File: config.mk
export PLATFORM = sky130hd
export DESIGN_NAME = compare_seq_n
export DESIGN_NICKNAME = d
export VERILOG_FILES = /design/src/rtl/cmp_pkg.sv /design/src/rtl/chunk_compare.sv /design/src/rtl/compare_seq_n.sv
export SDC_FILE = /design/constraint.sdc
export NUM_CORES = 1
export LEC_CHECK = 0
export ABC_AREA = 1
export ABC_CLOCK_PERIOD_IN_PS = 2300
export CAP_MARGIN = 20
export CELL_PAD_IN_SITES_DETAIL_PLACEMENT = 1
export CELL_PAD_IN_SITES_GLOBAL_PLACEMENT = 1
export CORE_ASPECT_RATIO = 1.75
export CORE_MARGIN = 2
export CORE_UTILIZATION = 35
export DETAILED_ROUTE_END_ITERATION = 12
export PLACE_DENSITY_LB_ADDON = 0.1
export SETUP_SLACK_MARGIN = 0.02
export SLEW_MARGIN = 20
export SYNTH_ARGS = -nofsm -noshare
export SYNTH_HDL_FRONTEND = slang
export SYNTH_SLANG_ARGS = --single-unit
File: constraint.sdc
create_clock -name clk -period 2.3 [get_ports clk]
set_input_delay 0.46 -clock clk [delete_from_list [all_inputs] [get_ports clk]]
set_output_delay 0.46 -clock clk [all_outputs]
set_load 0.05 [all_outputs]
File: src/rtl/cmp_pkg.sv
// Shared definitions for the sequential chunked magnitude comparator:
// FSM states, one-hot result codes and parameter-derived sizes.
package cmp_pkg;

    typedef enum logic [0:0] {
        IDLE = 1'b0,
        RUN  = 1'b1
    } state_e;

    // One-hot result encoding, packed as {equal, a_larger, b_larger}
    localparam logic [2:0] EQ  = 3'b100;
    localparam logic [2:0] AGT = 3'b010;
    localparam logic [2:0] BGT = 3'b001;

    function automatic int calc_nchunk(input int width, input int chunk);
        return width / chunk;
    endfunction

    function automatic int calc_cnt_width(input int nchunk);
        return (nchunk > 1) ? $clog2(nchunk) : 1;
    endfunction

endpackage

File: src/rtl/chunk_compare.sv
// Combinational W-bit unsigned compare built from per-bit equal/greater cells
// resolved from the MSB downwards.
module chunk_compare #(
    parameter int W = 4
) (
    input  logic [W-1:0] a,
    input  logic [W-1:0] b,
    output logic         eq,
    output logic         gt,
    output logic         lt
);

    logic [W:0]   eq_above;
    logic [W-1:0] gt_bits;
    logic [W-1:0] lt_bits;

    assign eq_above[W] = 1'b1;

    // A bit decides the result only when every more-significant bit is equal
    for (genvar gi = W - 1; gi >= 0; gi--) begin : g_bit
        assign eq_above[gi] = eq_above[gi+1] & ~(a[gi] ^ b[gi]);
        assign gt_bits[gi]  = eq_above[gi+1] & a[gi] & ~b[gi];
        assign lt_bits[gi]  = eq_above[gi+1] & ~a[gi] & b[gi];
    end

    assign eq = eq_above[0];
    assign gt = |gt_bits;
    assign lt = |lt_bits;

endmodule

File: src/rtl/compare_seq_n.sv
// Multi-cycle magnitude comparator: scans CHUNK bits per clock from the MSB,
// optionally stopping at the first differing chunk, with a start/done handshake.
module compare_seq_n
    import cmp_pkg::*;
#(
    parameter int WIDTH      = 16,
    parameter int CHUNK      = 4,
    parameter int EARLY_EXIT = 1
) (
    input  logic             clk,
    input  logic             rst_n,
    input  logic             start,
    input  logic             signed_mode,
    input  logic [WIDTH-1:0] a,
    input  logic [WIDTH-1:0] b,
    output logic             busy,
    output logic             done,
    output logic             equal,
    output logic             a_larger,
    output logic             b_larger
);

    localparam int NCHUNK = calc_nchunk(WIDTH, CHUNK);
    localparam int CW     = calc_cnt_width(NCHUNK);

    localparam logic [0:0]       ST_IDLE  = IDLE;
    localparam logic [0:0]       ST_RUN   = RUN;
    localparam logic [CW-1:0]    IDX_TOP  = CW'(NCHUNK - 1);
    localparam logic [WIDTH-1:0] MSB_MASK = WIDTH'(1) << (WIDTH - 1);

    logic [0:0]       state_reg;
    logic [CW-1:0]    idx_reg;
    logic [WIDTH-1:0] a_reg;
    logic [WIDTH-1:0] b_reg;
    logic             done_reg;
    logic [2:0]       flags_reg;
    logic             sticky_reg;
    logic             sticky_gt_reg;

    logic [CHUNK-1:0] a_chunks [NCHUNK];
    logic [CHUNK-1:0] b_chunks [NCHUNK];
    logic [CHUNK-1:0] a_cur;
    logic [CHUNK-1:0] b_cur;
    logic             c_eq;
    logic             c_gt;
    logic             c_lt;
    logic [WIDTH-1:0] flip;
    logic [2:0]       cur_flags;
    logic [2:0]       fin_flags_next;
    logic             finish_next;

    for (genvar gi = 0; gi < NCHUNK; gi++) begin : g_chunk
        assign a_chunks[gi] = a_reg[gi*CHUNK +: CHUNK];
        assign b_chunks[gi] = b_reg[gi*CHUNK +: CHUNK];
    end

    assign a_cur = a_chunks[idx_reg];
    assign b_cur = b_chunks[idx_reg];

    chunk_compare #(.W(CHUNK)) u_chunk_compare (
        .a  (a_cur),
        .b  (b_cur),
        .eq (c_eq),
        .gt (c_gt),
        .lt (c_lt)
    );

    // Offset-binary: flipping both sign bits turns a signed compare into unsigned
    assign flip = signed_mode ? MSB_MASK : '0;

    always_comb begin
        cur_flags      = c_gt ? AGT : (c_lt ? BGT : EQ);
        finish_next    = (idx_reg == '0);
        fin_flags_next = cur_flags;
        if (EARLY_EXIT != 0) begin
            finish_next = finish_next | ~c_eq;
        end else if (sticky_reg) begin
            fin_flags_next = sticky_gt_reg ? AGT : BGT;
        end
    end

    always_ff @(posedge clk or negedge rst_n) begin
        if (!rst_n) begin
            state_reg     <= ST_IDLE;
            idx_reg       <= IDX_TOP;
            a_reg         <= '0;
            b_reg         <= '0;
            done_reg      <= 1'b0;
            flags_reg     <= 3'b000;
            sticky_reg    <= 1'b0;
            sticky_gt_reg <= 1'b0;
        end else begin
            done_reg <= 1'b0;
            if (state_reg == ST_IDLE) begin
                if (start) begin
                    a_reg      <= a ^ flip;
                    b_reg      <= b ^ flip;
                    idx_reg    <= IDX_TOP;
                    sticky_reg <= 1'b0;
                    state_reg  <= ST_RUN;
                end
            end else begin
                if (finish_next) begin
                    state_reg <= ST_IDLE;
                    done_reg  <= 1'b1;
                    flags_reg <= fin_flags_next;
                end else begin
                    idx_reg <= idx_reg - 1'b1;
                    // Only the most significant differing chunk decides
                    if (!sticky_reg && !c_eq) begin
                        sticky_reg    <= 1'b1;
                        sticky_gt_reg <= c_gt;
                    end
                end
            end
        end
    end

    assign busy     = (state_reg == ST_RUN);
    assign done     = done_reg;
    assign equal    = flags_reg[2];
    assign a_larger = flags_reg[1];
    assign b_larger = flags_reg[0];

endmodule

==> impl_metrics.yaml, run 1 <==
worst_setup_path:
  path_cells: "clkdlybuf4s50_1"
  cp.arrival_ns: 1.65
  max_stage_delay_ns: 0.86
  worstPathBufferInverterCount: 1
  critPathLaunchType: "flip-flop"
  crit_required_ns: 1.84
  path_delay_family: "buffers and inverters"
  cp_max_fo: 5
  end_kind: "primary output"
  crit_type: "reg -> out"
  critical_path.slowest_cell: "clkdlybuf4s50_1"
synth:
  netlist_area_um2: 2080
  ys_seq_area_share_pct: 47.0
  synth-compound-area-share_pct: 3.36
  synthCells: 219
  syn_nets: 258
  synth_seq_cells: 39
  synth_adder_area_share_pct: 1.80
  synth.area.mux_share_pct: 14.1
  ys_types: 27
  ys_warn_count: 0
  synth_xor_area_share_pct: 0.841
  yosys.area_share.simple_pct: 25.5
  syn_area_per_cell_um2: 9.51
  synth_top_family_by_area: "simple AND/OR/NAND/NOR gates"
clock_network:
  clk_latency_ns: 0.29
  htreeDepth: 2
  cts.clk_slew.worst_paths_ns: 0.08
  cts-root-buf: "clkbuf_8"
  hold_buffers: 0
  cts_tree: "built"
  numCtsBuffers: 5
  clk_path_buf_depth: 2
  clock-sinks: 39
detailed_routing:
  drcViolationCount: 0
  first_iter_violations: 24
  dr.pass1.iters: 3
  detail_route.wirelength_um: 4420
  via_count: 1586
  antenna_left: 0
  wl_per_cell_um: 12.9
  viasPerCell: 4.62
sta:
  setup_viol: 0
  finalHoldViolCount: 0
  hold_slack_ns: 0.0886
  rsz0062_at_grt: "no"
  maxSlewHeadroom_pct: 67.0
  fin_skew_ns: 0.00570
  max_freq_mhz: 475
  worst_pin_slew_ns: 0.493
  fin_crit_sh_pct: 91.6
  fin_crit_ns: 2.11
  tns_ns: 0
  timing.final.max_slew_violations: 0
grt:
  grt_start_max_net_pins: 40
  grt_overflow: 0
  grt_usage_pct: 14.9
  antenna_found_initial: 0
  grt_pass1_wl_um: 7790
  grt_pass1_vias: 1749
die:
  rows: 37
  start_util_pct: 35.7
  top_level_ports: 41
  die_area_um2: 6610
  coreArea_um2: 5830
  die_h_um: 106
  die_x_um: 62.3
finish:
  ff_latch_area_um2: 978
  final_cell_mix: "66 x nand2_1, 39 x clkdlybuf4s50_1, 37 x dfrtp_1"
  stdcell_count: 343
  drive_gt1_share_pct: 27.9
  n_fill_cell: 713
  nets: 303
  areaGrowthSynthToFinish_pct: 28.5
  num_antenna_cells: 0
  multiInputGateArea_um2: 982
  final_common_cell: "nand2_1"
place:
  place_congestion: 0.807
  port_buffers: 40
  placed_cells: 333
  post-dp-hpwl_um: 3380
power:
  leakagePower_nw: 1.23
  vdd_drop_max_v: 0.000575
  powerDensity_nw_per_um2: 1470
flow_run:
  maxCapViolations: 0
worst_hold_path:
  hp-class: "in -> async"
status:
  status: "completed"
## layout make-up
| class | instances | share of cell area [%] |
|---|---|---|
| Clock inverter | 1 | 0.187 |
| Tap cell | 78 | 3.64 |
| Clock buffer | 7 | 3.22 |
| Timing Repair Buffer | 47 | 17.2 |
| Sequential cell | 39 | 36.5 |
| Inverter | 16 | 2.52 |
| Multi-Input combinational cell | 155 | 36.7 |
## stage by stage
stage / area, um2 / total power [mW] / worst slack (ns) / utilization, %
final: 2680 / 3.95 / 0.193 / 45.9
after global routing: 2680 / 4.33 / 0.0311 / 45.9
after CTS: 2650 / 3.92 / 0.0530 / 45.3
after detailed placement: 2540 / 3.40 / 0.0315 / 43.5
after global placement: 2540 / 3.34 / 0.123 / 43.5
after floorplan: 2080 / 2.92 / 0.121 / -
## Yosys cell counts, drive strengths merged
library cell  count  share of area (%)
a21oi             6                1.4
a32oi             2               0.84
buf               8                4.0
clkbuf            1               0.18
dfrtp            37                 44
dfstp             2                2.5
ha                3                1.8
inv              16                3.2
mux2             26                 14
nand2            78                 16
nand3            18                5.5
nand3b            1               0.36
nor2             15                3.9
o21ai             3               0.72
o21bai            1               0.36
xnor2             2               0.84
## repair_timing
item                       CTS  global route
resized for setup            0             5
setup buffers                2             0
setup endpoints to repair    2             5
pin swaps                    0             2
hold endpoints to repair     0             0
## power by group
| part | leakage, nW | internal (mW) | switching (mW) |
|---|---|---|---|
| clock network | 0.0482 | 0.242 | 0.236 |
| registers | 0.455 | 1.01 | 0.185 |
| logic | 0.725 | 0.939 | 1.33 |
## per-layer routing
layer | global-route usage [%] | wire [um]
met3 | 2.43 | 106
met4 | 6.19 | 73
met5 | 0 | 0
met1 | 16.2 | 1840
met2 | 28.3 | 2410
## final timing paths
path                                   start      endpoint  slack (ns)  depth (start not counted)
worst max-delay path                    busy          busy        0.19                          1
worst min-delay path                   rst_n      b_reg[9]        0.09                          1
worst max register to register    idx_reg[0]  flags_reg[0]        0.20                         13
worst min register to register  flags_reg[2]  flags_reg[2]        0.49                          2
max in group asynchronous              rst_n    idx_reg[0]        1.52                          2
min in group clk                flags_reg[2]  flags_reg[2]        0.49                          2
## cells by family (layout without fill, tap and decap cells)
group / after synthesis / count (layout)
and+or+nand+nor: 112 / 112
DFF: 39 / 39
muxes: 26 / 26
buffers and inverters: 25 / 71
AOI/OAI and AO/OA: 12 / 12
adders and majority gates: 3 / 3
xor gates and xnor gates: 2 / 2
No activity file was read; power rests on OpenSTA's default activity.
==> run 2: changes to the inputs <==
GPL_ROUTABILITY_DRIVEN = 0   (was default)
==> results of run 2 <==
No change in the layout: final DEF, timing and power equal those of run 1.
